==> config.mk <==
export PLATFORM = sky130hd
export DESIGN_NAME = md_iter_unit
export DESIGN_NICKNAME = d
export VERILOG_FILES = /design/src/rtl/md_pkg.sv /design/src/rtl/md_sign_adj.sv /design/src/rtl/md_iter_unit.sv
export SDC_FILE = /design/constraint.sdc
export NUM_CORES = 1
export LEC_CHECK = 0
export BUFFER_PORTS_ARGS = -buffer_cell sky130_fd_sc_hd__buf_2
export CORE_MARGIN = 1.5
export CORE_UTILIZATION = 45
export CTS_BUF_LIST = sky130_fd_sc_hd__clkbuf_4 sky130_fd_sc_hd__clkbuf_8
export CTS_CLUSTER_DIAMETER = 40
export DETAILED_ROUTE_END_ITERATION = 16
export PLACE_DENSITY_LB_ADDON = 0.3
export SYNTH_ARGS = -nofsm -noshare
export SYNTH_HDL_FRONTEND = slang
export SYNTH_HIERARCHICAL = 1
export SYNTH_SLANG_ARGS = --single-unit
==> constraint.sdc <==
create_clock -name Clk -period 10.3 [get_ports Clk]
set_clock_uncertainty 0.05 [all_clocks]
set_input_delay 2.06 -clock Clk [delete_from_list [all_inputs] [get_ports Clk]]
set_output_delay 2.06 -clock Clk [all_outputs]
set_load 0.05 [all_outputs]
==> src/rtl/md_pkg.sv <==
// md_pkg: shared op and FSM state encodings for the iterative multiply/divide unit
package md_pkg;
  typedef enum logic [1:0] {
    MD_MULT  = 2'b00,
    MD_MULTU = 2'b01,
    MD_DIV   = 2'b10,
    MD_DIVU  = 2'b11
  } md_op_e;
  typedef enum logic [1:0] {
    IDLE = 2'b00,
    RUN  = 2'b01,
    FIX  = 2'b10
  } md_state_e;
endpackage

==> src/rtl/md_sign_adj.sv <==
// md_sign_adj: conditional two's-complement negation of a WIDTH-bit value
// Ports: in_val (value), neg (negate when 1), out_val (result)
module md_sign_adj #(
  parameter int WIDTH = 32
) (
  input  logic [WIDTH-1:0] in_val,
  input  logic             neg,
  output logic [WIDTH-1:0] out_val
);
  assign out_val = neg ? ~in_val + WIDTH'(1) : in_val;
endmodule

==> src/rtl/md_iter_unit.sv <==
// md_iter_unit: iterative multiply/divide unit owning the HI/LO register pair
// Ports: Clk, Rst (async active-low); Start/Op/A/B request; HiWe/LoWe/WrData direct writes;
//        Busy (stall), Done (result pulse), Hi/Lo (registers). Option macro: MD_EARLY_OUT_EN.
module md_iter_unit
  import md_pkg::*;
#(
  parameter int WIDTH = 32
) (
  input  logic             Clk,
  input  logic             Rst,
  input  logic             Start,
  input  logic [1:0]       Op,
  input  logic [WIDTH-1:0] A,
  input  logic [WIDTH-1:0] B,
  input  logic             HiWe,
  input  logic             LoWe,
  input  logic [WIDTH-1:0] WrData,
  output logic             Busy,
  output logic             Done,
  output logic [WIDTH-1:0] Hi,
  output logic [WIDTH-1:0] Lo
);
  localparam int CNT_W = $clog2(WIDTH + 1);
  md_state_e state_q, state_d;
  md_op_e op;
  logic [2*WIDTH-1:0] acc_q, acc_d, m_q, m_d, mul_step, div_step;
  logic [WIDTH-1:0] b_q, b_d, hi_q, hi_d, lo_q, lo_d;
  logic [WIDTH-1:0] a_mag, b_mag, hi_neg, lo_neg, hi_res, lo_res;
  logic [CNT_W-1:0] cnt_q, cnt_d;
  logic div_q, div_d, neg_lo_q, neg_lo_d, neg_hi_q, neg_hi_d, dz_q, dz_d, done_q, done_d;
  logic sgn, is_div, ge, last;
  logic [WIDTH:0] rem_sh, rem_new;
  assign op     = md_op_e'(Op);
  assign sgn    = (op == MD_MULT) || (op == MD_DIV);
  assign is_div = (op == MD_DIV) || (op == MD_DIVU);
  md_sign_adj #(.WIDTH(WIDTH)) u_sa_a  (.in_val(A), .neg(sgn & A[WIDTH-1]), .out_val(a_mag));
  md_sign_adj #(.WIDTH(WIDTH)) u_sa_b  (.in_val(B), .neg(sgn & B[WIDTH-1]), .out_val(b_mag));
  md_sign_adj #(.WIDTH(WIDTH)) u_sa_lo (.in_val(acc_q[WIDTH-1:0]), .neg(neg_lo_q), .out_val(lo_neg));
  md_sign_adj #(.WIDTH(WIDTH)) u_sa_hi (.in_val(acc_q[2*WIDTH-1:WIDTH]), .neg(neg_hi_q), .out_val(hi_neg));
  assign mul_step = acc_q + (b_q[0] ? m_q : '0);
  assign rem_sh   = {acc_q[2*WIDTH-1:WIDTH], acc_q[WIDTH-1]};
  assign ge       = rem_sh >= {1'b0, b_q};
  assign rem_new  = ge ? rem_sh - {1'b0, b_q} : rem_sh;
  assign div_step = {rem_new[WIDTH-1:0], acc_q[WIDTH-2:0], ge};
  // Negating a 2*WIDTH product: the high half only picks up the +1 carry when the low half is zero
  assign hi_res = (div_q || acc_q[WIDTH-1:0] == '0 || !neg_hi_q) ? hi_neg : ~acc_q[2*WIDTH-1:WIDTH];
  assign lo_res = dz_q ? '1 : lo_neg;
`ifdef MD_EARLY_OUT_EN
  assign last = (!div_q && b_q[WIDTH-1:1] == '0) || cnt_q == CNT_W'(1);
`else
  assign last = cnt_q == CNT_W'(1);
`endif
  always_comb begin
    state_d  = state_q;
    cnt_d    = cnt_q;
    acc_d    = acc_q;
    m_d      = m_q;
    b_d      = b_q;
    div_d    = div_q;
    neg_lo_d = neg_lo_q;
    neg_hi_d = neg_hi_q;
    dz_d     = dz_q;
    hi_d     = hi_q;
    lo_d     = lo_q;
    done_d   = 1'b0;
    case (state_q)
      IDLE: begin
        hi_d = HiWe ? WrData : hi_q;
        lo_d = LoWe ? WrData : lo_q;
        if (Start) begin
          state_d  = RUN;
          cnt_d    = CNT_W'(WIDTH);
          acc_d    = is_div ? {{WIDTH{1'b0}}, a_mag} : '0;
          m_d      = {{WIDTH{1'b0}}, a_mag};
          b_d      = b_mag;
          div_d    = is_div;
          neg_lo_d = sgn & (A[WIDTH-1] ^ B[WIDTH-1]);
          neg_hi_d = is_div ? sgn & A[WIDTH-1] : sgn & (A[WIDTH-1] ^ B[WIDTH-1]);
          dz_d     = is_div && B == '0;
        end
      end
      RUN: begin
        acc_d   = div_q ? div_step : mul_step;
        m_d     = m_q << 1;
        b_d     = div_q ? b_q : b_q >> 1;
        cnt_d   = cnt_q - CNT_W'(1);
        state_d = last ? FIX : RUN;
      end
      FIX: begin
        hi_d    = hi_res;
        lo_d    = lo_res;
        done_d  = 1'b1;
        state_d = IDLE;
      end
      default: state_d = IDLE;
    endcase
  end
  always_ff @(posedge Clk or negedge Rst) begin
    if (!Rst) begin
      state_q  <= IDLE;
      cnt_q    <= '0;
      acc_q    <= '0;
      m_q      <= '0;
      b_q      <= '0;
      div_q    <= 1'b0;
      neg_lo_q <= 1'b0;
      neg_hi_q <= 1'b0;
      dz_q     <= 1'b0;
      hi_q     <= '0;
      lo_q     <= '0;
      done_q   <= 1'b0;
    end else begin
      state_q  <= state_d;
      cnt_q    <= cnt_d;
      acc_q    <= acc_d;
      m_q      <= m_d;
      b_q      <= b_d;
      div_q    <= div_d;
      neg_lo_q <= neg_lo_d;
      neg_hi_q <= neg_hi_d;
      dz_q     <= dz_d;
      hi_q     <= hi_d;
      lo_q     <= lo_d;
      done_q   <= done_d;
    end
  end
  assign Busy = state_q != IDLE;
  assign Done = done_q;
  assign Hi   = hi_q;
  assign Lo   = lo_q;
endmodule

* Word level (Yosys, flattened, before mapping) *
Index checks and enable logic that the tools add are counted.

word-level totals
  register bits = 237
  latch bits = 0
  memory bits (writable) = 0
  bits in read-only memories = 0
  input port bits = 103
  output and inout bits = 66
  logic and storage cells = 83
  memories kept = 0

cells by class
  $add $sub $neg = 7
  $mul = 0
  divide/modulo/power cells = 0
  magnitude comparators = 1
  equality and inequality tests = 9
  shift-type cells = 0
  mux-type cells = 28
  bitwise gates (word level) = 8
  reduce and logical (&&, ||, !) cells = 18

operators by type and width
  kind                                                                number
  32-bit 2-to-1 mux                                                   12
  64-bit 2-to-1 mux                                                   4
  64-bit case mux with 2 select lines                                 2
  32-bit case mux with 2 select lines                                 3
  32-bit by 1-bit adder with 32-bit output, second input constant     4
  32-bit NOT                                                          4
  64-bit adder                                                        1
  32-bit zero test                                                    2
  33-bit by 32-bit >= comparator with 1-bit output                    1
  32-bit subtractor                                                   1
  6-bit case mux with 2 select lines                                  1
  2-bit inequality test, second input constant                        4
  2-bit AND reduction                                                 4
  2-bit == test, second input constant                                3
  6-bit by 1-bit == test with 1-bit output, second input constant     1
  6-bit 2-to-1 mux                                                    1
  2-bit nonzero test                                                  3
  6-bit by 1-bit subtractor with 6-bit output, second input constant  1
  2-bit zero test                                                     2
  1-bit logical OR                                                    4
  2-bit 2-to-1 mux                                                    2
  2-bit case mux with 2 select lines                                  1
  1-bit bitwise AND                                                   3
  3-bit AND reduction                                                 1
  other kinds (5)                                                     6

* Depth between registers and ports, before layout *
Gate-level depths: netlist of the first run.

  word-level depth = 7
  gate-level depth with buffers = 16
  depth with buffers taken out = 15

* By module *
Netlist of the first run, hierarchy kept.

by module, submodules not included
  module        instances  cells each  area each (um^2)  seq. area each (um^2)
  md_iter_unit  1          2,051       17,043.8          5,930.7
  md_sign_adj   4          99          777.0             0.0

* Worst setup path before layout of the first run *
OpenSTA, ideal clock, no wires.

  path type = input-to-reg
  from = input port A[1]
  to = register acc_q[26]
  library setup time = 0.083 ns
  data arrival time = 3.481 ns
  data required time = 10.167 ns
  slack = 6.687 ns
  stages = 9
  path buffers = 0
  path through = inv_1 ha_1 nor2b_1 nand2_1 o41ai_1 xnor2_1 and3_1 a21oi_1 o21ai_0

on the way
  word-level cells in the longest chain between the ends = 6

RTL lines
  what                                      RTL line             source
  start, declared                           md_iter_unit.sv:13   input logic [WIDTH-1:0] A,
  32-bit NOT                                md_sign_adj.sv:10    assign out_val = neg ? ~in_val + WIDTH'(1) : in_val;
  32-bit by 1-bit adder with 32-bit output  md_sign_adj.sv:10
  32-bit 2-to-1 mux                         md_sign_adj.sv:10
  named net a_mag[26]                       md_iter_unit.sv:28   logic [WIDTH-1:0] a_mag, b_mag, hi_neg, lo_neg, hi_res, lo_res;
  32-bit 2-to-1 mux                         md_iter_unit.sv:73   acc_d = is_div ? {{WIDTH{1'b0}}, a_mag} : '0;
  64-bit 2-to-1 mux                         md_iter_unit.sv:70   if (Start) begin
  64-bit case mux with 2 select lines       md_iter_unit.sv:66   case (state_q)
  end signal, assigned                      md_iter_unit.sv:102  acc_q <= '0;
  end signal, assigned                      md_iter_unit.sv:115  acc_q <= acc_d;
  end, declared                             md_iter_unit.sv:26   logic [2*WIDTH-1:0] acc_q, acc_d, m_q, m_d, mul_step, div_step;

The timed path passes the listed nets, and every way through them passes these cells. The select of a mux whose other input is x is not followed.
A chain may end at the register's enable or synchronous reset.

* Worst setup path in the final report of the first run *
  from = register b_q[0]
  to = register acc_q[62]

on the way
  word-level cells in the longest chain between the ends = 4
  elaborated cells between the ends (all ways) = 7
  those cells by class = 2 x add/sub; 1 x order compare; 4 x mux

RTL lines
  what                                               RTL line                                source
  start, declared                                    md_iter_unit.sv:27                      logic [WIDTH-1:0] b_q, b_d, hi_q, hi_d, lo_q, lo_d;
  start signal, assigned                             md_iter_unit.sv:104                     b_q <= '0;
  start signal, assigned                             md_iter_unit.sv:117                     b_q <= b_d;
  64-bit 2-to-1 mux (tied with other cells)          md_iter_unit.sv:40                      assign mul_step = acc_q + (b_q[0] ? m_q : '0);
  64-bit adder or 32-bit 2-to-1 mux (tied branches)  md_iter_unit.sv:40, md_iter_unit.sv:43
  64-bit 2-to-1 mux (*)                              md_iter_unit.sv:83                      acc_d = div_q ? div_step : mul_step;
  64-bit case mux with 2 select lines (*)            md_iter_unit.sv:66

Mark *: on every way between the ends. The rest lies on a longest branch, timed or not.

==> flow_metrics.tcl, run 1 <==
set metrics [dict create \
    synth-edff-count 0 \
    p_per_area_nw_per_um2 354 \
    cts_resized 0 \
    ys_seq_elements 237 \
    rrSetupSlack_ps 5690 \
    ioPinCount 169 \
    pwr-share-clk 0.149 \
    tightest_slew_ps 1160 \
    start_kind "flop" \
    syn_inst 2447 \
    hold_buffers 0 \
    seq_power_share 0.250 \
    grt_overflow 0 \
    yosysSeqAreaShare 0.294 \
    die_area_um2 46100 \
    gp_congestion 0.941 \
    swShare 0.515 \
    drt_iter0_drc 1868 \
    totalPowerFinal_mw 7.98 \
    maxCapViolCount 0 \
    fmax_mhz 217 \
    synth_area_um2 20200 \
    antenna_found_initial 0 \
    dr.pass1.iters 5 \
    drive_gt1_frac 0.139 \
    fillCellCount 4221 \
    fin_crit_sh 0.447 \
    htreeDepth 2 \
    cp_num_buf_inv 1 \
    holdPathStages 2 \
    numPlacedInstances 3089 \
    crit_path_max_fanout 65 \
    via_per_inst 6.15 \
    whs_ps 424 \
    p_comb_frac 0.601 \
    finalCriticalPeriod_ps 4610 \
    slowest_delay_ps 540 \
    numCtsBuffers 48 \
    via_count 19500 \
    synth_warnings 6 \
    r2r-end "acc_q[62]" \
    nets 2753 \
    die_h_um 215 \
    arrival_ps 5030 \
    crit_required_ps 10730 \
    post_cts_buffers 0 \
    dieWidth_um 215 \
    drc 0 \
    syn_to_final_growth_pct 11.9 \
    grt_pass1_wl_um 103000 \
    cp_common_cell "o21ai_1" \
    clkLatencyLatePin_ps 630 \
    numPortBuffers 168 \
    rows 77 \
    setup_viol 0 \
    slew-limit-headroom 0.224 \
    yosys.cell_types.count 82 \
    r2r_start "b_q[0]" \
    holdPathEnd "Hi[1]" \
    crit_slowest_cell "a2111oi_2" \
    clk_pin_slew_ps 60 \
    synthArstFlopShare 1.00 \
    outcome "finished, final reports clean" \
    cts_tree "yes" \
    wirelength_um 65800 \
    fin_setup_tns_ps 0 \
    grt_pass1_vias 18400 \
    min_from "Hi[1]" \
    antenna_left 0 \
    synth_top_flop_cell "dfrtp_1" \
    cell_internal_pwr_mw 3.87 \
    layout_common_cells "nand2_1 (316), o21ai_0 (295), dfrtp_1 (235)" \
    synth_area_leaders "dfrtp_1 (29%), xnor2_1 (7.6%), o21ai_0 (7.3%)" \
    synth_top_area_share 0.294 \
    start_util 0.456 \
    timing_hold_violations_final 0 \
    stdcell_count 3172 \
    dp_hpwl_um 49400 \
    cts.sinks 237 \
    criticalPathCategory "flop to flop" \
    hp-class "flop to flop" \
    core_um2 44200 \
    clockRootBuffer "clkbuf_8" \
    reg2reg_depth 15 \
    final_common_cell "nand2_1" \
    antenna_cells 0 \
    synth.avg_cell_area_um2 8.24 \
    worst_path_dominant_cell_family "compound AO/OA/AOI/OAI gates" \
    p_leak_nw 9.76 \
    rsz0062_at_grt "false" \
    crit_path_end_kind "flop" \
    synth_nets 2653 \
    drv_slew 0 \
    peakVddDrop_v 0.000308 \
    wl_per_cell_um 20.7 \
    grt_util_all_layers 0.280 \
    p_switching_mw 4.11 \
    cts_buffer_depth 3 \
    grt_max_degree 99 \
    path_cells "buf_4 > and2_1 > ha_1 > fa_1 > a211oi_1 > o21ai_4 > nand4_4 > a2111oi_4 > o21ai_1 > a2111oi_2 > o21ai_1 > nor3_1 > a31oi_1 > xor2_1 > o21ai_1" \
    yosysTopAreaCell "dfrtp_1" \
]
-- synthesized netlist by cell type (22+ instances only) --
master / number
a21o_1: 44
a21oi_1: 159
a22o_1: 35
a22oi_1: 40
a31oi_1: 29
and2_1: 72
clkbuf_1: 110
dfrtp_1: 237
ha_1: 101
inv_1: 63
mux2i_1: 51
nand2_1: 316
nand3_1: 57
nand4_1: 33
nor2_1: 92
nor2b_1: 47
nor4_1: 27
o211ai_1: 41
o21ai_0: 295
o22ai_1: 34
o31ai_1: 40
o41ai_1: 22
xnor2_1: 175
xor2_1: 35
-- sequential cells by signal, indices dropped and copies added, names as in the netlist, 2 cells and up --
register  flops
b_q          32
Hi           32
acc_q        64
m_q          64
cnt_q         6
Lo           32
state_q       2
-- per-stage QoR --
stage / util / area [um^2] / setup slack [ps]
6_report: 0.510 / 22500 / 5690
4_1_cts: 0.510 / 22500 / 5800
3_5_place_dp: 0.484 / 21400 / 5440
2_1_floorplan: - / 20200 / 6690
5_1_grt: 0.510 / 22500 / 5460
3_3_place_gp: 0.484 / 21400 / 5460
-- layout make-up --
cell class / instances / area (um^2) / share of cell area
inverter: 64 / 240 / 0.0107
clock buffer: 66 / 840 / 0.0372
timing repair buffer: 198 / 1080 / 0.0477
multi-input combinational: 1998 / 13400 / 0.594
tap: 592 / 741 / 0.0329
clock inverter: 17 / 314 / 0.0139
sequential: 237 / 5930 / 0.263
-- power groups by stage --
stage	Clock, mW	Combinational, mW	Sequential, mW
2_1_floorplan	0	3.26	2.17
3_3_place_gp	0	4.64	1.97
3_5_place_dp	0	4.73	1.99
4_1_cts	1.21	4.75	1.98
5_1_grt	1.25	5.26	2.05
6_report	1.19	4.80	2.00
-- cell families after synthesis --
| family | count (synthesis) | share of synthesized area |
|---|---|---|
| DFF | 237 | 0.294 |
| and+or+nand+nor | 758 | 0.196 |
| buffers and inverters | 212 | 0.0430 |
| muxes | 53 | 0.0264 |
| adders and majority gates | 103 | 0.0647 |
| xor gates and xnor gates | 210 | 0.0913 |
| AOI/OAI and AO/OA | 874 | 0.284 |
-- metal layers --
layer	routed length, um	up-vias	track usage
li1	-	9195	-
met1	30100	9467	0.400
met2	28800	741	0.426
met3	5070	114	0.0523
met4	1800	0	0.0864
met5	0	-	0
-- how the worst max path moves through the flow --
stage / slack [ps] / from / endpoint / depth (start not counted)
floorplan: 6690 / A[1] / acc_q[26] / 9
global placement: 5460 / Start / acc_q[30] / 7
detailed placement: 5440 / Start / acc_q[30] / 7
CTS: 5800 / b_q[0] / acc_q[62] / 15
global route: 5460 / b_q[0] / acc_q[62] / 15
finish: 5690 / b_q[0] / acc_q[62] / 15
-- worst min-delay path, stage by stage, from the launching register on --
cell and delay [ps]:
dfrtp_1 340, nand2_1 40, o21ai_0 60
Power figures use the tool's default switching activity.
==> run 2: changes to the inputs <==
--- a/config.mk
+++ b/config.mk
@@ -5,6 +5,7 @@
 export SDC_FILE = /design/constraint.sdc
 export NUM_CORES = 1
 export LEC_CHECK = 0
+export ABC_AREA = 1
 export BUFFER_PORTS_ARGS = -buffer_cell sky130_fd_sc_hd__buf_2
 export CORE_MARGIN = 1.5
 export CORE_UTILIZATION = 45
==> constraint.sdc (replaced) <==
create_clock -name Clk -period 3.9 [get_ports Clk]
set_clock_uncertainty 0.05 [all_clocks]
set_input_delay 0.78 -clock Clk [delete_from_list [all_inputs] [get_ports Clk]]
set_output_delay 0.78 -clock Clk [all_outputs]
set_load 0.05 [all_outputs]
==> run 2 against run 1 <==
- first-iteration DRC count rose by 66%
- register-to-register slack got worse by 5000 ps
- synthesized cell count rose by 78%
- hold slack got worse by 410 ps
- via count rose by 44%
- die area rose by 25%
- flip-flop and latch count did not move
- critical path depth rose by 4
- sequential power rose to 2.7 times the previous value
==> flow_metrics.tcl, run 2 <==
set metrics [dict create \
    wirelength_um 97600 \
    dr.pass1.iters 6 \
    cts_resized 0 \
    path_cells "buf_12 > nand2_1 > inv_1 > ha_1 > fa_1 > nand3_1 > nand3_1 > nand2_1 > nand2_1 > nand2_1 > nand2_1 > nand2_1 > nand2_1 > nand2_1 > nand2_1 > nand2_1 > nand3_1 > nand3_1 > nand2_1" \
    synth_nets 4568 \
    start_kind "flop" \
    crit_path_max_fanout 66 \
    syn_inst 4362 \
    cell_internal_pwr_mw 11.5 \
    clockRootBuffer "clkbuf_8" \
    criticalPathCategory "flop to flop" \
    grt_pass1_wl_um 147000 \
    seq_power_share 0.185 \
    clk_pin_slew_ps 50 \
    rsz0062_at_grt "false" \
    ioPinCount 169 \
    grt_util_all_layers 0.334 \
    slew-limit-headroom 0.282 \
    fin_crit_sh 0.833 \
    p_switching_mw 17.2 \
    fin_ws_ps 651 \
    fmax_mhz 308 \
    tightest_slew_ps 1080 \
    crit_path_end_kind "flop" \
    outcome "finished, final reports clean" \
    synth_area_um2 25200 \
    core_um2 55300 \
    hp-class "input port to async pin" \
    synth_top_area_share 0.237 \
    nets 4696 \
    htreeDepth 2 \
    peakVddDrop_v 0.000542 \
    die_area_um2 57500 \
    stdcell_count 5276 \
    final_common_cell "nand2_1" \
    maxCapViolCount 0 \
    synth-edff-count 0 \
    synth_mux_area_frac 0.000396 \
    r2r_start "b_q[0]" \
    post_cts_buffers 0 \
    numCtsBuffers 50 \
    dieWidth_um 240 \
    synth_area_leaders "nand2_1 (24%), dfrtp_1 (23%), inv_1 (11%)" \
    p_per_area_nw_per_um2 1030 \
    die_h_um 240 \
    antenna_left 0 \
    synth.avg_cell_area_um2 5.79 \
    p_comb_frac 0.713 \
    synth_top_flop_cell "dfrtp_1" \
    drc 0 \
    fin_util 0.505 \
    cts_tree "yes" \
    synth_xor_area_frac 0.0309 \
    synth_common_cells "nand2_1 (1592), inv_1 (763), nor2_1 (371), nand3_1 (250), dfrtp_1 (237)" \
    synth_top_family_by_area "simple AND/OR/NAND/NOR gates" \
    yosys.cell_types.count 50 \
    syn_to_final_growth_pct 10.7 \
    dp_hpwl_um 78800 \
    grt_max_degree 115 \
    setup_viol 0 \
    gp_congestion 1.10 \
    pwr-share-clk 0.102 \
    via_count 28200 \
    synth-compound-area-share 0.131 \
    cts_buffer_depth 3 \
    clkLatencyLatePin_ps 650 \
    post-place-ws_ps 701 \
    grt_pass1_vias 25300 \
    crit_required_ps 4350 \
    numPlacedInstances 5186 \
    yosysSeqAreaShare 0.235 \
    start_util 0.456 \
    numPortBuffers 168 \
    cts.sinks 237 \
    synthArstFlopShare 1.00 \
    timing_hold_violations_final 0 \
    cp_common_cell "nand2_1" \
    p_leak_nw 15.7 \
    yosys.area_share.simple 0.410 \
    fillCellCount 6001 \
    finalCriticalPeriod_ps 3250 \
    synthMostInstantiatedCell "nand2_1" \
    hold_buffers 0 \
    grt_overflow 0 \
    worstSetupStartpoint "b_q[0]" \
    arrival_ps 3700 \
    yosysTopAreaCell "nand2_1" \
    synth_warnings 6 \
    swShare 0.599 \
    rows 86 \
    drive_gt1_frac 0.104 \
    reg_top3 "acc_q: 64 flops, m_q: 64 flops" \
    drv_slew 0 \
    layout_common_cells "nand2_1 (1592), inv_1 (763), nor2_1 (366)" \
    drt_iter0_drc 3097 \
    fin_setup_tns_ps 0 \
    reg2reg_depth 19 \
    synth-adder-area-share 0.0516 \
    antenna_found_initial 1 \
    wl_per_cell_um 18.5 \
    ys_seq_elements 237 \
    crit_slowest_cell "fa_1" \
    slowest_delay_ps 490 \
    via_per_inst 5.34 \
]
[run 2: changes by cell type after synthesis, moves of 50 or more]
| cell | change |
|---|---|
| and2_1 | -64 |
| inv_1 | +700 |
| mux2i_1 | -50 |
| nand2_1 | +1276 |
| nand3_1 | +193 |
| nor2_1 | +279 |
| o21ai_0 | -115 |
| xnor2_1 | -138 |
[run 2: final timing paths]
path / end / slack (ps)
min: Lo[16] / 10
max reg2reg: acc_q[60] / 650
min in group Clk: Lo[8] / 350
min reg2reg: cnt_q[4] / 460
max in group asynchronous: Hi[31] / 2930
max: acc_q[60] / 650
[run 2: worst max-delay path, delay by kind of cell, from the launching register on]
family | cells | cell delay [ps]
buffers and inverters | 2 | 250
DFF | 1 | 410
adders and majority gates | 2 | 720
and+or+nand+nor | 15 | 1690
[run 2: cells by family after synthesis]
kind of cell / count (synthesis)
mux: 1
simple gates: 2441
compound gates: 575
flops: 237
fa+ha+maj: 103
xor+xnor: 89
buf+inv: 916
[run 2: power by group through the flow]
| stage | registers [mW] | logic [mW] | clock network, mW |
|---|---|---|---|
| floorplan | 5.71 | 13.4 | 0 |
| global placement | 5.29 | 20.0 | 0 |
| detailed placement | 5.30 | 20.0 | 0 |
| CTS | 5.26 | 20.1 | 2.96 |
| global route | 5.43 | 22.6 | 3.06 |
| finish | 5.33 | 20.5 | 2.92 |
[run 2: final cells by class]
cell class	instances	area (um^2)	area share
clock buffers	73	923	0.0331
repair buffers	208	1200	0.0430
well taps	748	936	0.0335
inverters	784	2960	0.106
flip-flops and latches	237	5930	0.212
multi-input cells	3209	15800	0.566
clock inverters	16	169	0.00605
diodes	1	2.50	0.0000896
[run 2: metal layers]
| metal | wire (um) | global-route usage |
|---|---|---|
| met2 | 40400 | 0.499 |
| met1 | 44000 | 0.481 |
| met4 | 3090 | 0.101 |
| met5 | 0 | 0 |
| met3 | 10100 | 0.0692 |
[run 2: per-stage QoR]
stage | hold WS, ps | cell area (um^2) | power, mW
floorplan | 401 | 25200 | 19.1
global placement | 424 | 26800 | 25.3
detailed placement | 450 | 26800 | 25.3
CTS | 7.55 | 27900 | 28.3
global route | 36.8 | 27900 | 31.1
finish | 13.0 | 27900 | 28.8
